$ cat config.mk
export PLATFORM = sky130hd
export DESIGN_NAME = decode_pipe_stage
export DESIGN_NICKNAME = d
export VERILOG_FILES = /design/src/rtl/decode_pkg.sv /design/src/rtl/decode_prefix_scan.sv /design/src/rtl/decode_pipe_stage.sv
export SDC_FILE = /design/constraint.sdc
export NUM_CORES = 1
export LEC_CHECK = 0
export BUFFER_PORTS_ARGS = -buffer_cell sky130_fd_sc_hd__clkbuf_2
export CORE_ASPECT_RATIO = 0.75
export CORE_MARGIN = 2
export CORE_UTILIZATION = 41
export DETAILED_ROUTE_END_ITERATION = 8
export GPL_TIMING_DRIVEN = 0
export PLACE_DENSITY = 0.69
export SYNTH_ARGS = -nofsm -noshare
export SYNTH_HDL_FRONTEND = slang
export SYNTH_SLANG_ARGS = --single-unit
$ cat constraint.sdc
create_clock -name clk -period 2.7 [get_ports clk]
set_input_delay 0.135 -clock clk [delete_from_list [all_inputs] [get_ports clk]]
set_output_delay 0.135 -clock clk [all_outputs]
set_load 0.01 [all_outputs]
$ cat src/rtl/decode_pkg.sv
// Shared constants and types for the registered decode stage: prefix bytes, segment
// encodings, fault-cause bit positions and the AGEN result bundle.
package decode_pkg;

  localparam logic [7:0] PfxRepne  = 8'hF2;
  localparam logic [7:0] PfxOpsize = 8'h66;
  localparam logic [7:0] PfxEs     = 8'h26;
  localparam logic [7:0] PfxCs     = 8'h2E;
  localparam logic [7:0] PfxSs     = 8'h36;
  localparam logic [7:0] PfxDs     = 8'h3E;
  localparam logic [7:0] PfxFs     = 8'h64;
  localparam logic [7:0] PfxGs     = 8'h65;

  localparam logic [2:0] SegEs = 3'd0;
  localparam logic [2:0] SegCs = 3'd1;
  localparam logic [2:0] SegSs = 3'd2;
  localparam logic [2:0] SegDs = 3'd3;
  localparam logic [2:0] SegFs = 3'd4;
  localparam logic [2:0] SegGs = 3'd5;

  localparam int unsigned FaultCauseW   = 3;
  localparam int unsigned FaultOverflow = 0;
  localparam int unsigned FaultLenZero  = 1;
  localparam int unsigned FaultLenMax   = 2;

  typedef struct packed {
    logic        fault;
    logic [7:0]  opcode;
    logic [7:0]  modrm;
    logic [7:0]  sib;
    logic [31:0] rel;
    logic [15:0] ptr_cs;
    logic [31:0] ptr_eip;
    logic [3:0]  pr_cnt;
    logic        repne;
    logic        opsize;
    logic        seg_v;
    logic [2:0]  seg;
    logic [31:0] next_eip;
  } agen_res_t;

  function automatic logic is_seg_prefix(input logic [7:0] b);
    case (b)
      PfxEs, PfxCs, PfxSs, PfxDs, PfxFs, PfxGs: is_seg_prefix = 1'b1;
      default:                                  is_seg_prefix = 1'b0;
    endcase
  endfunction

  function automatic logic is_prefix(input logic [7:0] b);
    is_prefix = is_seg_prefix(b) || (b == PfxRepne) || (b == PfxOpsize);
  endfunction

  function automatic logic [2:0] seg_code(input logic [7:0] b);
    case (b)
      PfxEs:   seg_code = SegEs;
      PfxCs:   seg_code = SegCs;
      PfxSs:   seg_code = SegSs;
      PfxDs:   seg_code = SegDs;
      PfxFs:   seg_code = SegFs;
      PfxGs:   seg_code = SegGs;
      default: seg_code = 3'd0;
    endcase
  endfunction

endpackage

$ cat src/rtl/decode_prefix_scan.sv
// Combinational legacy-prefix scanner: counts leading prefix bytes (capped at MAX_PREFIX)
// and summarises REPNE / operand-size / segment-override state.
module decode_prefix_scan #(
  parameter int unsigned MAX_PREFIX   = 4,
  parameter int unsigned WINDOW_BYTES = 16
) (
  input  logic [8*WINDOW_BYTES-1:0] i_window,
  output logic [3:0]                o_pr_cnt,
  output logic                      o_repne,
  output logic                      o_opsize,
  output logic                      o_seg_v,
  output logic [2:0]                o_seg,
  output logic                      o_overflow
);
  import decode_pkg::*;

  logic       w_run;
  logic [7:0] w_byte;

  always_comb begin
    w_run      = 1'b1;
    w_byte     = '0;
    o_pr_cnt   = '0;
    o_repne    = 1'b0;
    o_opsize   = 1'b0;
    o_seg_v    = 1'b0;
    o_seg      = '0;
    for (int i = 0; i < int'(MAX_PREFIX); i++) begin
      w_byte = i_window[8*i +: 8];
      if (w_run && is_prefix(w_byte)) begin
        o_pr_cnt = o_pr_cnt + 4'd1;
        if (w_byte == PfxRepne)  o_repne  = 1'b1;
        if (w_byte == PfxOpsize) o_opsize = 1'b1;
        // Later segment prefixes overwrite earlier ones.
        if (is_seg_prefix(w_byte)) begin
          o_seg_v = 1'b1;
          o_seg   = seg_code(w_byte);
        end
      end else begin
        w_run = 1'b0;
      end
    end
    o_overflow = w_run && is_prefix(i_window[8*MAX_PREFIX +: 8]);
  end

endmodule

$ cat src/rtl/decode_pipe_stage.sv
// Registered decode stage: prefix scan, field extraction at the post-prefix offset,
// next-EIP and fault generation, and a stall-aware output register feeding AGEN.
module decode_pipe_stage #(
  parameter int unsigned MAX_PREFIX   = 4,
  parameter int unsigned WINDOW_BYTES = 16,
  parameter int unsigned MAX_INST_LEN = 15
) (
  input  logic                      clk,
  input  logic                      rst_n,
  input  logic                      de_v,
  output logic                      de_ready,
  input  logic [8*WINDOW_BYTES-1:0] de_window,
  input  logic [31:0]               de_eip,
  input  logic [3:0]                de_body_len,
  input  logic                      flush,
  input  logic                      agen_stall,
  output logic                      agen_v,
  output logic                      agen_fault,
  output logic [7:0]                agen_opcode,
  output logic [7:0]                agen_modrm,
  output logic [7:0]                agen_sib,
  output logic [31:0]               agen_rel,
  output logic [15:0]               agen_ptr_cs,
  output logic [31:0]               agen_ptr_eip,
  output logic [3:0]                agen_pr_cnt,
  output logic                      agen_repne,
  output logic                      agen_opsize,
  output logic                      agen_seg_v,
  output logic [2:0]                agen_seg,
  output logic [31:0]               agen_next_eip,
  output logic [31:0]               inst_cnt
);
  import decode_pkg::*;

  logic [3:0]             w_pr_cnt;
  logic                   w_repne;
  logic                   w_opsize;
  logic                   w_seg_v;
  logic [2:0]             w_seg;
  logic                   w_overflow;
  logic [4:0]             w_len_sum;
  logic [FaultCauseW-1:0] w_cause;
  logic                   w_load;
  agen_res_t              w_res;

  logic                   r_v;
  agen_res_t              r_res;
  logic [31:0]            r_cnt;

  decode_prefix_scan #(
    .MAX_PREFIX   (MAX_PREFIX),
    .WINDOW_BYTES (WINDOW_BYTES)
  ) u_scan (
    .i_window   (de_window),
    .o_pr_cnt   (w_pr_cnt),
    .o_repne    (w_repne),
    .o_opsize   (w_opsize),
    .o_seg_v    (w_seg_v),
    .o_seg      (w_seg),
    .o_overflow (w_overflow)
  );

  // pr_cnt never exceeds MAX_PREFIX, so one constant-offset mux leg per legal count.
  always_comb begin
    w_res.opcode  = '0;
    w_res.modrm   = '0;
    w_res.sib     = '0;
    w_res.rel     = '0;
    w_res.ptr_cs  = '0;
    w_res.ptr_eip = '0;
    for (int p = 0; p <= int'(MAX_PREFIX); p++) begin
      if (w_pr_cnt == 4'(p)) begin
        w_res.opcode  = de_window[8*p +: 8];
        w_res.modrm   = de_window[8*(p+1) +: 8];
        w_res.sib     = de_window[8*(p+2) +: 8];
        w_res.rel     = de_window[8*(p+1) +: 32];
        w_res.ptr_cs  = de_window[8*(p+1) +: 16];
        w_res.ptr_eip = de_window[8*(p+3) +: 32];
      end
    end
  end

  assign w_len_sum = {1'b0, w_pr_cnt} + {1'b0, de_body_len};

  assign w_cause[FaultOverflow] = w_overflow;
  assign w_cause[FaultLenZero]  = (de_body_len == 4'd0);
  assign w_cause[FaultLenMax]   = (w_len_sum > 5'(MAX_INST_LEN));

  assign w_res.fault    = |w_cause;
  assign w_res.pr_cnt   = w_pr_cnt;
  assign w_res.repne    = w_repne;
  assign w_res.opsize   = w_opsize;
  assign w_res.seg_v    = w_seg_v;
  assign w_res.seg      = w_seg;
  assign w_res.next_eip = de_eip + 32'(w_len_sum);

  assign de_ready = !r_v || !agen_stall;
  assign w_load   = de_v && de_ready && !flush;

  always_ff @(posedge clk or negedge rst_n) begin
    if (!rst_n) begin
      r_v   <= 1'b0;
      r_res <= '0;
      r_cnt <= '0;
    end else begin
      if (flush) begin
        r_v <= 1'b0;
      end else if (w_load) begin
        r_v <= 1'b1;
      end else if (!agen_stall) begin
        r_v <= 1'b0;
      end
      if (w_load) begin
        r_res <= w_res;
        r_cnt <= r_cnt + 32'd1;
      end
    end
  end

  assign agen_v        = r_v;
  assign agen_fault    = r_res.fault;
  assign agen_opcode   = r_res.opcode;
  assign agen_modrm    = r_res.modrm;
  assign agen_sib      = r_res.sib;
  assign agen_rel      = r_res.rel;
  assign agen_ptr_cs   = r_res.ptr_cs;
  assign agen_ptr_eip  = r_res.ptr_eip;
  assign agen_pr_cnt   = r_res.pr_cnt;
  assign agen_repne    = r_res.repne;
  assign agen_opsize   = r_res.opsize;
  assign agen_seg_v    = r_res.seg_v;
  assign agen_seg      = r_res.seg;
  assign agen_next_eip = r_res.next_eip;
  assign inst_cnt      = r_cnt;

endmodule
Word level (Yosys, flattened, before mapping):

Index checks and enable logic that the tools add are counted.

* bits in registers: 180
* output and inout port bits: 181
* logic and storage cells: 156

* add/sub/neg operators: 6
* $lt $le $gt $ge: 1
* eq/ne operators: 45
* mux-type cells: 61
* reduce and logical (&&, ||, !) cells: 28

Operators by type and width (count)
* 2-to-1 mux 104 bit: 5
* equality test 8 x 6 -> 1 bit (second input constant): 20
* equality test 8 x 7 -> 1 bit (second input constant): 15
* case mux 3 bit (5 select lines): 4
* 2-to-1 mux 1 bit: 41
* equality test 8 bit (second input constant): 5
* adder 32 x 1 -> 32 bit (second input constant): 1
* adder 32 x 5 -> 32 bit: 1
* OR reduction 6 bit: 5
* 2-to-1 mux 3 bit: 8
* 2-to-1 mux 4 bit: 3
* logical OR 1 bit: 11
* adder 4 x 1 -> 4 bit (second input constant): 2
* equality test 4 x 2 -> 1 bit (second input constant): 2
* zero test 4 bit: 2
* logical AND 1 bit: 6
* adder 4 x 4 -> 5 bit: 1
* greater-than comparator 5 x 4 -> 1 bit (second input constant): 1
* equality test 4 x 1 -> 1 bit (second input constant): 1
* equality test 4 x 3 -> 1 bit (second input constant): 1
* zero test 1 bit: 3
* != test 3 x 2 -> 1 bit (second input constant): 1
* OR reduction 3 bit: 1
* adder 1 x 1 -> 2 bit (second input constant): 1

Depth between registers and ports, before layout:

Gate-level depths: netlist of run 1.

* depth in word-level cells: 18
* mapped depth: 22

Modules after synthesis:

A second synthesis of run 1 with hierarchy kept.

* cells, all modules: 946
* area, all modules: 8657.1 um^2

By module, submodules not included
* decode_pipe_stage: instances 1, cells an instance 839, area an instance 7887.6 um^2
* decode_prefix_scan: instances 1, cells an instance 107, area an instance 769.5 um^2

Worst setup path after synthesis of run 1:

Ideal clock, no wire load.

* kind: input -> register
* from: in de_window[4]
* to: reg r_res, in the netlist agen_next_eip[30]
* arrival: 4156 ps
* required time: 2567 ps
* setup slack: -1589 ps
* stages: 21
* path buffers: 2
* cell sequence: or3b_1 -> a21oi_2 -> o221a_4 -> buf_2 -> nand2_1 -> inv_1 -> ha_1 -> o31ai_1 -> inv_1 -> ha_1 -> a21o_1 -> a21oi_1 -> xnor2_1 -> ha_1 -> a21oi_1 -> o21bai_1 -> and4_1 -> clkbuf_1 -> nor2b_1 -> xnor2_1 -> o21ai_0

* longest elaborated chain between the ends: 14
* elaborated cells between the ends (all ways): 27
* those cells by class: 5 x add/sub; 8 x eq/ne; 8 x mux; 6 x reduce/logical

Ends and longest elaborated chain
* start, declared: line decode_pipe_stage.sv:12 `input logic [8*WINDOW_BYTES-1:0] de_window,`
* equality test 8 x 6 -> 1 bit or equality test 8 x 7 -> 1 bit (tied branches): line decode_pkg.sv:43 `case (b)`
* OR reduction 6 bit: line decode_pkg.sv:43
* 2-to-1 mux 1 bit: line decode_pkg.sv:43
* logical OR 1 bit: line decode_pkg.sv:50 `is_prefix = is_seg_prefix(b) || (b == PfxRepne) || (b == PfxOpsize);`
* logical OR 1 bit (*): line decode_pkg.sv:50
* 2-to-1 mux 1 bit: line decode_prefix_scan.sv:30 `if (w_run && is_prefix(w_byte)) begin`
* adder 1 x 1 -> 2 bit or logical AND 1 bit (tied branches): line decode_prefix_scan.sv:31, decode_prefix_scan.sv:30
* 2-to-1 mux 4 bit or 2-to-1 mux 1 bit (tied branches): line decode_prefix_scan.sv:30
* adder 4 x 1 -> 4 bit or logical AND 1 bit (tied branches): line decode_prefix_scan.sv:31, decode_prefix_scan.sv:30
* 2-to-1 mux 4 bit or 2-to-1 mux 1 bit (tied branches): line decode_prefix_scan.sv:30
* adder 4 x 1 -> 4 bit or logical AND 1 bit (tied branches): line decode_prefix_scan.sv:31, decode_prefix_scan.sv:30
* 2-to-1 mux 4 bit (*): line decode_prefix_scan.sv:30
* net u_scan.o_pr_cnt[1]: line decode_prefix_scan.sv:8 `output logic [3:0] o_pr_cnt,`
* adder 4 x 4 -> 5 bit (*): line decode_pipe_stage.sv:83 `assign w_len_sum = {1'b0, w_pr_cnt} + {1'b0, de_body_len};`
* adder 32 x 5 -> 32 bit (*): line decode_pipe_stage.sv:95 `assign w_res.next_eip = de_eip + 32'(w_len_sum);`
* end signal, assigned: line decode_pipe_stage.sv:114 `r_res <= w_res;`
* end, declared: line decode_pipe_stage.sv:47 `agen_res_t r_res;`

The timed path passes the listed nets; every way through them passes the cells marked *.
A chain may end at the register's enable or synchronous reset.

Final worst setup path of run 1:

* from: in de_window[11]
* to: reg r_res, in the netlist agen_next_eip[29]

* longest elaborated chain between the ends: 13
* elaborated cells between the ends (all ways): 24
* those cells by class: 4 x add/sub; 8 x eq/ne; 6 x mux; 6 x reduce/logical

Ends and longest elaborated chain (line)
* equality test 8 x 6 -> 1 bit or equality test 8 x 7 -> 1 bit (tied branches): decode_pkg.sv:43
* OR reduction 6 bit: decode_pkg.sv:43
* 2-to-1 mux 1 bit: decode_pkg.sv:43
* logical OR 1 bit: decode_pkg.sv:50
* logical OR 1 bit (*): decode_pkg.sv:50
* logical AND 1 bit (*): decode_prefix_scan.sv:30
* 2-to-1 mux 4 bit or 2-to-1 mux 1 bit (tied branches): decode_prefix_scan.sv:30
* adder 4 x 1 -> 4 bit or logical AND 1 bit (tied branches): decode_prefix_scan.sv:31, decode_prefix_scan.sv:30
* 2-to-1 mux 4 bit or 2-to-1 mux 1 bit (tied branches): decode_prefix_scan.sv:30
* adder 4 x 1 -> 4 bit or logical AND 1 bit (tied branches): decode_prefix_scan.sv:31, decode_prefix_scan.sv:30
* 2-to-1 mux 4 bit (*): decode_prefix_scan.sv:30
* net u_scan.o_pr_cnt[1]: decode_prefix_scan.sv:8
* adder 4 x 4 -> 5 bit (*): decode_pipe_stage.sv:83
* adder 32 x 5 -> 32 bit (*): decode_pipe_stage.sv:95

Marked as above.

==> impl_metrics.json, run 1 <==
{
  "status": "finished, violations left",
  "violations": "setup timing",
  "hold_start": "de_eip[14]",
  "pwr_cell_area_mw_per_mm2": 517,
  "layoutNonFillerInstCount": 1705,
  "crit_arrival_ns": 3.81,
  "crit_path_top_delay_cell": "nor4bb_4",
  "synthMuxAreaShare_pct": 0.375,
  "number_of_i_o_port_buffers": 306,
  "insertion_delay_ns": 0.44,
  "synth-seq-area-share_pct": 36.6,
  "detail_route.iter0.violations": 1038,
  "htree_num_levels": 4,
  "final_critical_path_setup_slack_ns": -0.803,
  "number_of_sinks_driven_by_the_clock_tree": 132,
  "placement_rows": 46,
  "synth_largest_area_cell": "dfrtp_1",
  "whs_endpoint": "agen_next_eip[14]",
  "synth_top_family_by_area": "compound AO/OA/AOI/OAI gates",
  "antenna_violations_before_repair": 0,
  "fin_worst_skew_ns": 0.0127,
  "r2r_start": "agen_v",
  "r2r_cells": 8,
  "netlist_area_mm2": 0.00902,
  "register_area_mm2": 0.00330,
  "worstPathMaxFanout": 7,
  "cellLeakagePower_nw": 5.82,
  "holdPathStages": 3,
  "synth.most_common_cell": "dfrtp_1",
  "syn_warnings": 0,
  "final.min_clock_period_ns": 3.50,
  "detailed_place_hpwl_mm": 26.3,
  "cts_root_buf": "clkbuf_16",
  "design_power_total_mw": 6.52,
  "boundaryPins": 350,
  "place_area_mm2": 0.0111,
  "min-delay-path-class": "input port to register",
  "gr-total-overflow": 0,
  "setup.worst_path.start_class": "input port",
  "synth_compound_area_share_pct": 28.7,
  "setup_repair_after_global_routing_missed_its_margin": "true",
  "worst_setup_end_kind": "register",
  "synthArstFlopShare_pct": 100,
  "grt_usage_pct": 30.7,
  "period_share_pct": 130,
  "crit_type": "input port to register",
  "layout_fillers": 1875,
  "tightestPinTransition_ns": 0.904,
  "detail_route.wirelength_mm": 36.6,
  "syn2layout_area_growth_pct": 39.8,
  "ys_dominant_reg_cell": "dfrtp_1",
  "synth_top_area_share_pct": 36.6,
  "synth_cells": 1012,
  "cts_inserted_buffers": 17,
  "layout.nets": 1586,
  "cts.path.max_buffers": 2,
  "r2r-end": "inst_cnt[10]",
  "fmax_mhz": 286,
  "drt_pass1_iterations": 5,
  "final_cell_area_mm2": 0.0126,
  "avgViaCountPerCell": 5.83,
  "vdd.ir_drop.worst_mv": 0.422,
  "slew_headroom_pct": 39.7,
  "synth_area_leaders": "dfrtp_1, nand2_1, buf_4",
  "synth_cell_types": 82,
  "critical_path_max_stage_delay_ns": 0.32,
  "route.vias.total": 9945,
  "chipHeight_um": 132,
  "multi_input_area_mm2": 0.00538,
  "synth-edff-count": 0,
  "drive_gt1_share_pct": 39.2,
  "synth.ff_latch_count": 132,
  "placedCellCount": 1607,
  "cts.reportedPaths.clkPinSlew_ns": 0.07,
  "floorplan.initialDensity_pct": 42.2,
  "ant_nets": 0,
  "core-area_mm2": 0.0214,
  "post-route-drc-count": 0,
  "mappedNetlistNets": 1194,
  "worst_path_most_repeated_cell": "ha_4",
  "die_area_mm2": 0.0232,
  "hold_ws_ns": 0.00808,
  "first_global_vias": 9527,
  "critPathBufInv": 3,
  "r2r_setup_slack_ns": 0.18,
  "synth.avg_cell_area_um2": 8.91,
  "synth_fa_ha_area_share_pct": 1.97,
  "tritoncts": "done",
  "critical_path.top_delay_family": "compound AO/OA/AOI/OAI gates",
  "die-width_um": 175,
  "insertedDiodeCount": 0,
  "finalSetupViolCount": 29,
  "max-cap-violations": 0,
  "post-route-util_pct": 59.1,
  "place_congestion": 0.965,
  "synth.cells.most_frequent": "dfrtp_1, nand2_1, o21ai_0",
  "grt_max_degree": 70,
  "synth_simple_gate_area_share_pct": 17.6,
  "wl_per_cell_um": 21.5,
  "synth_xor_xnor_area_share_pct": 6.02,
  "first_pass_grt_wire_length_mm": 55.4,
  "crit_required_ns": 3.01,
  "hold_violations": 0,
  "worstPathCellList": "clkbuf_2, nor4bb_4, and4_4, o31a_4, nand2_4, inv_4, ha_4, o31ai_4, inv_1, ha_1, a21o_1, a21oi_2, xnor2_2, ha_4, nor2b_4, o2111ai_4, nor2_2, xnor2_1, o21ai_1",
  "final-max-slew-violation-count": 0
}
==> where the power goes <==
group          internal, mW  total, mW  switching (mW)  leakage [nW]
Combinational         0.845       1.80           0.958          3.91
Clock                  1.21       2.26            1.05         0.270
Sequential             2.23       2.45           0.219          1.64
Total                  4.29       6.52            2.22          5.82
==> kinds of logic after synthesis <==
| kind of cell | after synthesis |
|---|---|
| mux | 3 |
| other cells | 1 |
| buf+inv | 134 |
| fa+ha+maj | 13 |
| xor+xnor | 62 |
| compound gates | 355 |
| flops | 132 |
| simple gates | 312 |
==> layout make-up <==
class | count | share of cell area [%]
inverter | 18 | 0.556
clock inverter | 15 | 1.10
timing repair buffer | 375 | 17.4
buffer | 114 | 5.82
clock buffer | 17 | 3.37
multi-input combinational | 746 | 42.7
tap | 288 | 2.86
sequential | 132 | 26.2
==> flip-flops by register name, summed over array words and instances, names as in the netlist <==
signal	count
agen_v	1
agen_ptr_eip	17
agen_sib	7
agen_next_eip	32
agen_opsize	1
agen_rel	17
agen_fault	1
agen_pr_cnt	4
inst_cnt	32
agen_seg_v	1
agen_opcode	8
agen_repne	1
agen_modrm	7
agen_seg	3
==> per-stage QoR <==
| stage | setup TNS (ns) | setup slack, ns |
|---|---|---|
| 2_1_floorplan | -24.26 | -1.03 |
| 3_3_place_gp | -190.37 | -1.68 |
| 3_5_place_dp | -85.79 | -1.70 |
| 4_1_cts | -20.61 | -0.817 |
| 5_1_grt | -23.52 | -0.935 |
| 6_report | -19.13 | -0.803 |
==> layer usage <==
metal  up-vias  global-route usage, %  routed length, um
met2       623                   43.8              15500
met4         0                   9.68                935
met3        89                   8.79               4110
met1      4748                   44.5              16000
met5         -                      0                  0
li1       4485                      -                  -
==> cell usage in the layout (no fill, tap or decap), types with 6 or more instances in the layout <==
cell	netlist	routed
clkbuf_16	0	17
inv_6	0	6
clkbuf_2	1	302
xnor2_1	45	40
nand3_1	22	21
nand4_1	15	15
nor3_4	1	6
buf_2	15	12
nand2_1	129	126
dlygate4sd3_1	0	24
nor2_1	65	57
o2bb2ai_1	22	22
xor2_1	17	17
a221oi_1	24	24
nor2b_1	11	7
o221a_1	20	20
a221o_1	26	26
clkbuf_1	35	29
and3_1	12	11
o21ai_1	26	47
ha_1	11	7
o21ai_0	74	51
a21o_1	8	8
a21oi_1	71	63
buf_6	7	15
buf_4	54	92
dfrtp_1	132	132
o21a_1	26	26
inv_1	18	16
o22ai_1	9	9
==> worst max-delay path by stage <==
stage | startpoint | endpoint | slack [ns] | cells past startpoint
after CTS | de_window[4] | agen_next_eip[29] | -0.82 | 19
after global placement | de_window[19] | agen_next_eip[30] | -1.68 | 20
final | de_window[11] | agen_next_eip[29] | -0.80 | 19
after detailed placement | de_window[2] | agen_next_eip[31] | -1.70 | 19
after floorplan | de_window[7] | agen_next_eip[30] | -1.03 | 21
after global routing | de_window[11] | agen_next_eip[26] | -0.94 | 20
==> worst register-to-register path, delay by kind of cell (launching register included) <==
family	cells	cell delay, ns
and+or+nand+nor	5	1.07
xor gates and xnor gates	1	0.15
buffers and inverters	2	0.78
DFF	1	0.40
==> repair_timing <==
item / CTS / global route
gates resized for setup: 57 / 65
pin swaps: 31 / 41
setup buffers: 28 / 16
hold buffers: 23 / 1
endpoints found under the hold margin: 84 / 1
setup endpoints to repair: 87 / 95
No activity file was read; power rests on OpenSTA's default activity.
==> inputs of run 2 (changes only) <==
--- a/config.mk
+++ b/config.mk
@@ -11,7 +11,8 @@
 export CORE_UTILIZATION = 41
 export DETAILED_ROUTE_END_ITERATION = 8
 export GPL_TIMING_DRIVEN = 0
-export PLACE_DENSITY = 0.69
+export PLACE_DENSITY = 0.7
 export SYNTH_ARGS = -nofsm -noshare
 export SYNTH_HDL_FRONTEND = slang
+export SYNTH_HIERARCHICAL = 1
 export SYNTH_SLANG_ARGS = --single-unit
==> run 2 against run 1 <==
Synthesized area shrank 4.0%. First-iteration DRC count decreased by 4.2%. The flow still finishes with violations (setup timing). Setup slack lost 0.18 ns. Largest cell class unchanged.
==> impl_metrics.json, run 2 <==
{
  "status": "finished, violations left",
  "violations": "setup timing",
  "number_of_i_o_port_buffers": 309,
  "insertedDiodeCount": 0,
  "final-max-slew-violation-count": 0,
  "layout_commonest_cell": "clkbuf_2",
  "slew_headroom_pct": 42.8,
  "netlist_area_mm2": 0.00866,
  "number_of_sinks_driven_by_the_clock_tree": 132,
  "final_critical_path_setup_slack_ns": -0.985,
  "cellLeakagePower_nw": 5.88,
  "cts_inserted_buffers": 17,
  "detailed_place_hpwl_mm": 24.1,
  "setup.worst_path.start_class": "input port",
  "synthArstFlopShare_pct": 100,
  "grt_max_degree": 98,
  "setup_repair_after_global_routing_missed_its_margin": "true",
  "tightestPinTransition_ns": 0.857,
  "synth_cell_types": 75,
  "crit_arrival_ns": 4.00,
  "drive_gt1_share_pct": 44.1,
  "insertion_delay_ns": 0.42,
  "die_area_mm2": 0.0223,
  "synth-seq-area-share_pct": 38.2,
  "cts_root_buf": "clkbuf_16",
  "pwr_cell_area_mw_per_mm2": 505,
  "design_power_total_mw": 6.54,
  "most-common-layout-cells": "clkbuf_2, dfrtp_1, nand2_1",
  "place_area_mm2": 0.0108,
  "vdd.ir_drop.worst_mv": 0.425,
  "synth-edff-count": 0,
  "syn_warnings": 6,
  "placement_rows": 46,
  "synth.ff_latch_count": 132,
  "ys_dominant_reg_cell": "dfrtp_1",
  "min-delay-path-class": "input port to register",
  "synth.most_common_cell": "dfrtp_1",
  "avgViaCountPerCell": 5.79,
  "synth_area_leaders": "dfrtp_1, mux2i_1, a221oi_1",
  "hold_violations": 0,
  "worstPathMaxFanout": 6,
  "period_share_pct": 136,
  "htree_num_levels": 4,
  "synth.avg_cell_area_um2": 9.15,
  "place_congestion": 0.949,
  "crit_type": "input port to register",
  "ant_nets": 0,
  "synth_largest_area_cell": "dfrtp_1",
  "detailedPlace.worstSlack_ns": -2.00,
  "final.min_clock_period_ns": 3.69,
  "finalSetupViolCount": 88,
  "fmax_mhz": 271,
  "core-area_mm2": 0.0210,
  "tritoncts": "done",
  "wl_per_cell_um": 20.4,
  "gr-total-overflow": 0,
  "synth.cells.most_frequent": "dfrtp_1, nand2_1, nor2_1",
  "final_cell_area_mm2": 0.0130,
  "cts.reportedPaths.clkPinSlew_ns": 0.07,
  "chipHeight_um": 130,
  "mappedNetlistNets": 1128,
  "synth_cells": 946,
  "first_global_vias": 8951,
  "detail_route.iter0.violations": 994,
  "floorplan.initialDensity_pct": 41.3,
  "max-cap-violations": 0,
  "route.vias.total": 9556,
  "grt_usage_pct": 29.5,
  "die-width_um": 172,
  "syn2layout_area_growth_pct": 49.8,
  "detail_route.wirelength_mm": 33.8,
  "drt_pass1_iterations": 6,
  "hold_ws_ns": 0.0205,
  "worst_setup_end_kind": "register",
  "post-route-drc-count": 0,
  "first_pass_grt_wire_length_mm": 50.5,
  "antenna_violations_before_repair": 0,
  "layout.nets": 1532,
  "crit_required_ns": 3.01,
  "fin_worst_skew_ns": 0.0115,
  "synth_top_area_share_pct": 38.2,
  "boundaryPins": 350,
  "cts.path.max_buffers": 2
}
[run 2: cell types whose count changed after synthesis, sizes merged, moves of 10 or more]
cell | previous run | this run
a21oi | 72 | 13
mux2i | 0 | 57
a22oi | 5 | 59
nand2 | 129 | 100
a221oi | 29 | 57
a221o | 26 | 0
o221a | 24 | 0
o21a | 26 | 4
o2bb2ai | 22 | 1
buf | 80 | 63
nor2 | 65 | 77
clkbuf | 36 | 46
[run 2: area by class of cell]
class,count,area [um2]
multi-input cells,693,5390
fillers,1797,7980
clock inverters,14,168
clock buffers,18,429
well taps,288,360
inverters,12,45.0
repair buffers,387,2460
plain buffers,107,812
flip-flops and latches,132,3300
[run 2: path summary, 6_finish.rpt]
check | cells after the start | slack [ns] | startpoint | to
max reg2reg | 6 | 0.16 | agen_v | agen_ptr_eip[28]
max | 17 | -0.99 | de_window[19] | agen_next_eip[27]
min reg2reg | 2 | 0.48 | agen_next_eip[0] | agen_next_eip[0]
min in group asynchronous | 2 | 0.19 | rst_n | agen_next_eip[18]
min | 3 | 0.02 | de_window[71] | agen_ptr_eip[15]
max in group asynchronous | 3 | 1.69 | rst_n | agen_opcode[1]
[run 2: logic make-up after synthesis]
group,after synthesis,synth area share (%)
other cells,1,0.0433
fa+ha+maj,13,2.05
flops,132,38.2
xor+xnor,60,6.07
simple gates,285,16.8
compound gates,276,22.6
buf+inv,121,7.56
mux,58,6.72
[run 2: worst max-delay path, cell delays in order]
cell     delay, ns
buf_12        0.11
or4b_4        0.56
a21oi_4       0.19
nor2b_4       0.07
or3b_4        0.42
o31a_1        0.36
ha_1          0.29
a21o_1        0.19
a21oi_2       0.14
xnor2_1       0.15
ha_1          0.31
a21o_1        0.21
a21oi_4       0.23
buf_4         0.17
a21oi_4       0.07
a22o_1        0.21
a21o_1        0.18
[run 2: stage by stage]
| stage | utilization [%] | std cells | TNS, ns |
|---|---|---|---|
| floorplan | - | 946 | -46.96 |
| global placement | 51.3 | 1543 | -218.49 |
| CTS | 60.8 | 1645 | -47.98 |
| detailed placement | 51.5 | 1544 | -124.98 |
| finish | 61.9 | 1651 | -39.86 |
| global route | 61.9 | 1651 | -48.63 |
[run 2: timing repair]
action	in CTS	in global routing
setup endpoints to repair	88	88
gates cloned	10	0
gates resized for setup	196	54
setup buffers	29	11
pin swaps	43	34
hold endpoints to repair	63	0
hold buffers	30	0
[run 2: routing by layer]
metal | part of all wire [%] | up-vias | wire length (um) | GRT usage [%]
met5 | 0 | - | 0 | 0
met4 | 2.5 | 0 | 831 | 9.49
met3 | 10 | 60 | 3500 | 7.64
met2 | 43 | 586 | 14600 | 42.6
met1 | 44 | 4625 | 14800 | 42.9
li1 | - | 4285 | - | -
[run 2: power breakdown]
part	internal [mW]	leakage [nW]	switching, mW
logic	0.790	3.87	0.948
registers	2.21	1.71	0.223
clock network	1.39	0.292	0.983
total	4.39	5.88	2.15
==> inputs of run 3 (changes only) <==
--- a/config.mk
+++ b/config.mk
@@ -6,12 +6,14 @@
 export NUM_CORES = 1
 export LEC_CHECK = 0
 export BUFFER_PORTS_ARGS = -buffer_cell sky130_fd_sc_hd__clkbuf_2
+export CELL_PAD_IN_SITES_DETAIL_PLACEMENT = 1
+export CELL_PAD_IN_SITES_GLOBAL_PLACEMENT = 1
 export CORE_ASPECT_RATIO = 0.75
 export CORE_MARGIN = 2
-export CORE_UTILIZATION = 41
+export CORE_UTILIZATION = 36
 export DETAILED_ROUTE_END_ITERATION = 8
 export GPL_TIMING_DRIVEN = 0
-export PLACE_DENSITY = 0.7
+export PLACE_DENSITY = 0.82
 export SYNTH_ARGS = -nofsm -noshare
 export SYNTH_HDL_FRONTEND = slang
 export SYNTH_HIERARCHICAL = 1
==> run 3 against run 2 <==
Cell count is 1.2% higher. First-iteration DRC count is 0.50% higher. Total power is 0.95% higher. Clock-buffer cell count unchanged. Flip-flop and latch count is the same. The flow still finishes with violations (setup timing). Combinational power up 6%.
==> impl_metrics.json, run 3 (synthesized netlist as in run 2, its figures left out) <==
{
  "cts_root_buf": "clkbuf_16",
  "hold_ws_ns": 0.0173,
  "die-width_um": 183,
  "met3_wirelength_mm": 3.42,
  "slew_headroom_pct": 33.5,
  "m1WireLength_mm": 16.9,
  "final-max-slew-violation-count": 0,
  "insertion_delay_ns": 0.43,
  "setup.worst_path.start_class": "input port",
  "floorplan.initialDensity_pct": 36.4,
  "tightestPinTransition_ns": 0.990,
  "grt_usage_pct": 30.4,
  "syn2layout_area_growth_pct": 48.7,
  "period_share_pct": 144,
  "vdd.ir_drop.worst_mv": 0.432,
  "pwr_cell_area_mw_per_mm2": 513,
  "final.min_clock_period_ns": 3.89,
  "detailed_place_hpwl_mm": 27.4,
  "status": "finished, violations left",
  "fmax_mhz": 257,
  "min-delay-path-class": "input port to register",
  "r2r_setup_slack_ns": 0.15,
  "max-cap-violations": 0,
  "antenna_violations_before_repair": 1,
  "crit_required_ns": 3.00,
  "route.vias.total": 9927,
  "post-route-drc-count": 0,
  "r2r_cells": 6,
  "worstPathMaxFanout": 6,
  "boundaryPins": 350,
  "hold_violations": 0,
  "final_critical_path_setup_slack_ns": -1.19,
  "drt_pass1_iterations": 5,
  "avgViaCountPerCell": 5.94,
  "layout.nets": 1532,
  "cts.path.max_buffers": 2,
  "place_congestion": 0.920,
  "number_of_sinks_driven_by_the_clock_tree": 132,
  "setup_repair_after_global_routing_missed_its_margin": "true",
  "number_of_i_o_port_buffers": 309,
  "layout_commonest_cell": "clkbuf_2",
  "layoutNonFillerInstCount": 1670,
  "final.setup.tns_ns": -46.21,
  "detail_route.wirelength_mm": 40.5,
  "detail_route.iter0.violations": 999,
  "grt_max_degree": 110,
  "r2r-end": "agen_rel[26]",
  "cts.reportedPaths.clkPinSlew_ns": 0.07,
  "met2_wirelength_mm": 19.2,
  "drive_gt1_share_pct": 42.7,
  "finalSetupViolCount": 87,
  "detailedPlace.worstSlack_ns": -2.15,
  "first_pass_grt_wire_length_mm": 59.5,
  "fin_worst_skew_ns": 0.0149,
  "tritoncts": "done",
  "die_area_mm2": 0.0253,
  "first_global_vias": 10200,
  "worst_setup_end_kind": "register",
  "cts_inserted_buffers": 17,
  "violations": "setup timing",
  "chipHeight_um": 138,
  "ant_nets": 0,
  "core-area_mm2": 0.0238,
  "cp-endpoint": "agen_next_eip[26]",
  "routed.top_layer": "met4",
  "placement_rows": 49,
  "crit_arrival_ns": 4.18,
  "gr-total-overflow": 0,
  "r2r_start": "agen_v",
  "placedCellCount": 1562,
  "most-common-layout-cells": "clkbuf_2, dfrtp_1, nand2_1",
  "htree_num_levels": 4,
  "wl_per_cell_um": 24.3,
  "cellLeakagePower_nw": 5.86,
  "hold_start": "de_window[71]",
  "crit_type": "input port to register",
  "critical_path.startpoint": "de_window[19]"
}
-- run 3: cell types whose count changed in the layout (fill, tap and decap cells not counted), sizes merged --
cell and delta:
diode +1, clkinvlp +1, dlygate4sd3 -5, bufinv -1
buf +5
-- run 3: layout make-up --
| class | instances | area (um2) |
|---|---|---|
| fillers | 2737 | 10900 |
| multi-input cells | 693 | 5370 |
| flip-flops and latches | 132 | 3300 |
| repair buffers | 386 | 2360 |
| plain buffers | 108 | 842 |
| clock buffers | 18 | 429 |
| well taps | 306 | 383 |
| clock inverters | 14 | 143 |
| inverters | 12 | 45.0 |
| diodes | 1 | 2.50 |
-- run 3: worst min path at each step --
stage               slack (ns)  depth (start not counted)                end
finish                    0.02                          3   agen_ptr_eip[15]
global route              0.03                          3   agen_ptr_eip[15]
CTS                      0.001                          3   agen_ptr_eip[15]
detailed placement        0.03                          1  agen_next_eip[23]
global placement          0.31                          2             agen_v
floorplan                -0.16                          0         agen_fault
-- run 3: worst max-delay path, cell delays in order --
cell and delay [ns]:
clkbuf_16 0.13, buf_12 0.12, nor4bb_4 0.33, o211ai_1 0.20, nor2b_4 0.19, or3b_4 0.41, o31a_1 0.36, ha_1 0.29
a21o_1 0.19, a21oi_2 0.20, xnor2_2 0.18, ha_4 0.26, o21a_1 0.17, o31a_1 0.11, buf_6 0.14, buf_12 0.14
buf_12 0.12, o2111ai_4 0.17, xor2_1 0.20, o21ai_1 0.09
-- run 3: through the flow --
step	util [%]	instance area [um2]	total power, mW
after global placement	45.3	10800	3.95
final	54.1	12900	6.61
after CTS	51.8	12300	6.49
after global routing	54.1	12900	6.88
after floorplan	-	8840	3.18
after detailed placement	45.4	10800	4.01
-- run 3: power breakdown --
part	total [mW]	leakage (nW)	internal [mW]	switching, mW
clock network	2.33	0.276	1.30	1.03
logic	1.85	3.88	0.811	1.04
registers	2.42	1.71	2.21	0.218
-- run 3: what timing repair did --
item	in CTS	in global routing
hold buffers	25	0
pin swaps	36	44
resized for setup	108	130
setup endpoints to repair	89	88
buffers inserted	31	21
cloned	3	0
endpoints found under the hold margin	49	0
-- run 3: layer usage --
layer	up-vias	global-route usage, %
met5	-	0
met4	0	9.47
met3	102	7.27
met2	579	49.1
met1	4959	40.4
li1	4287	-
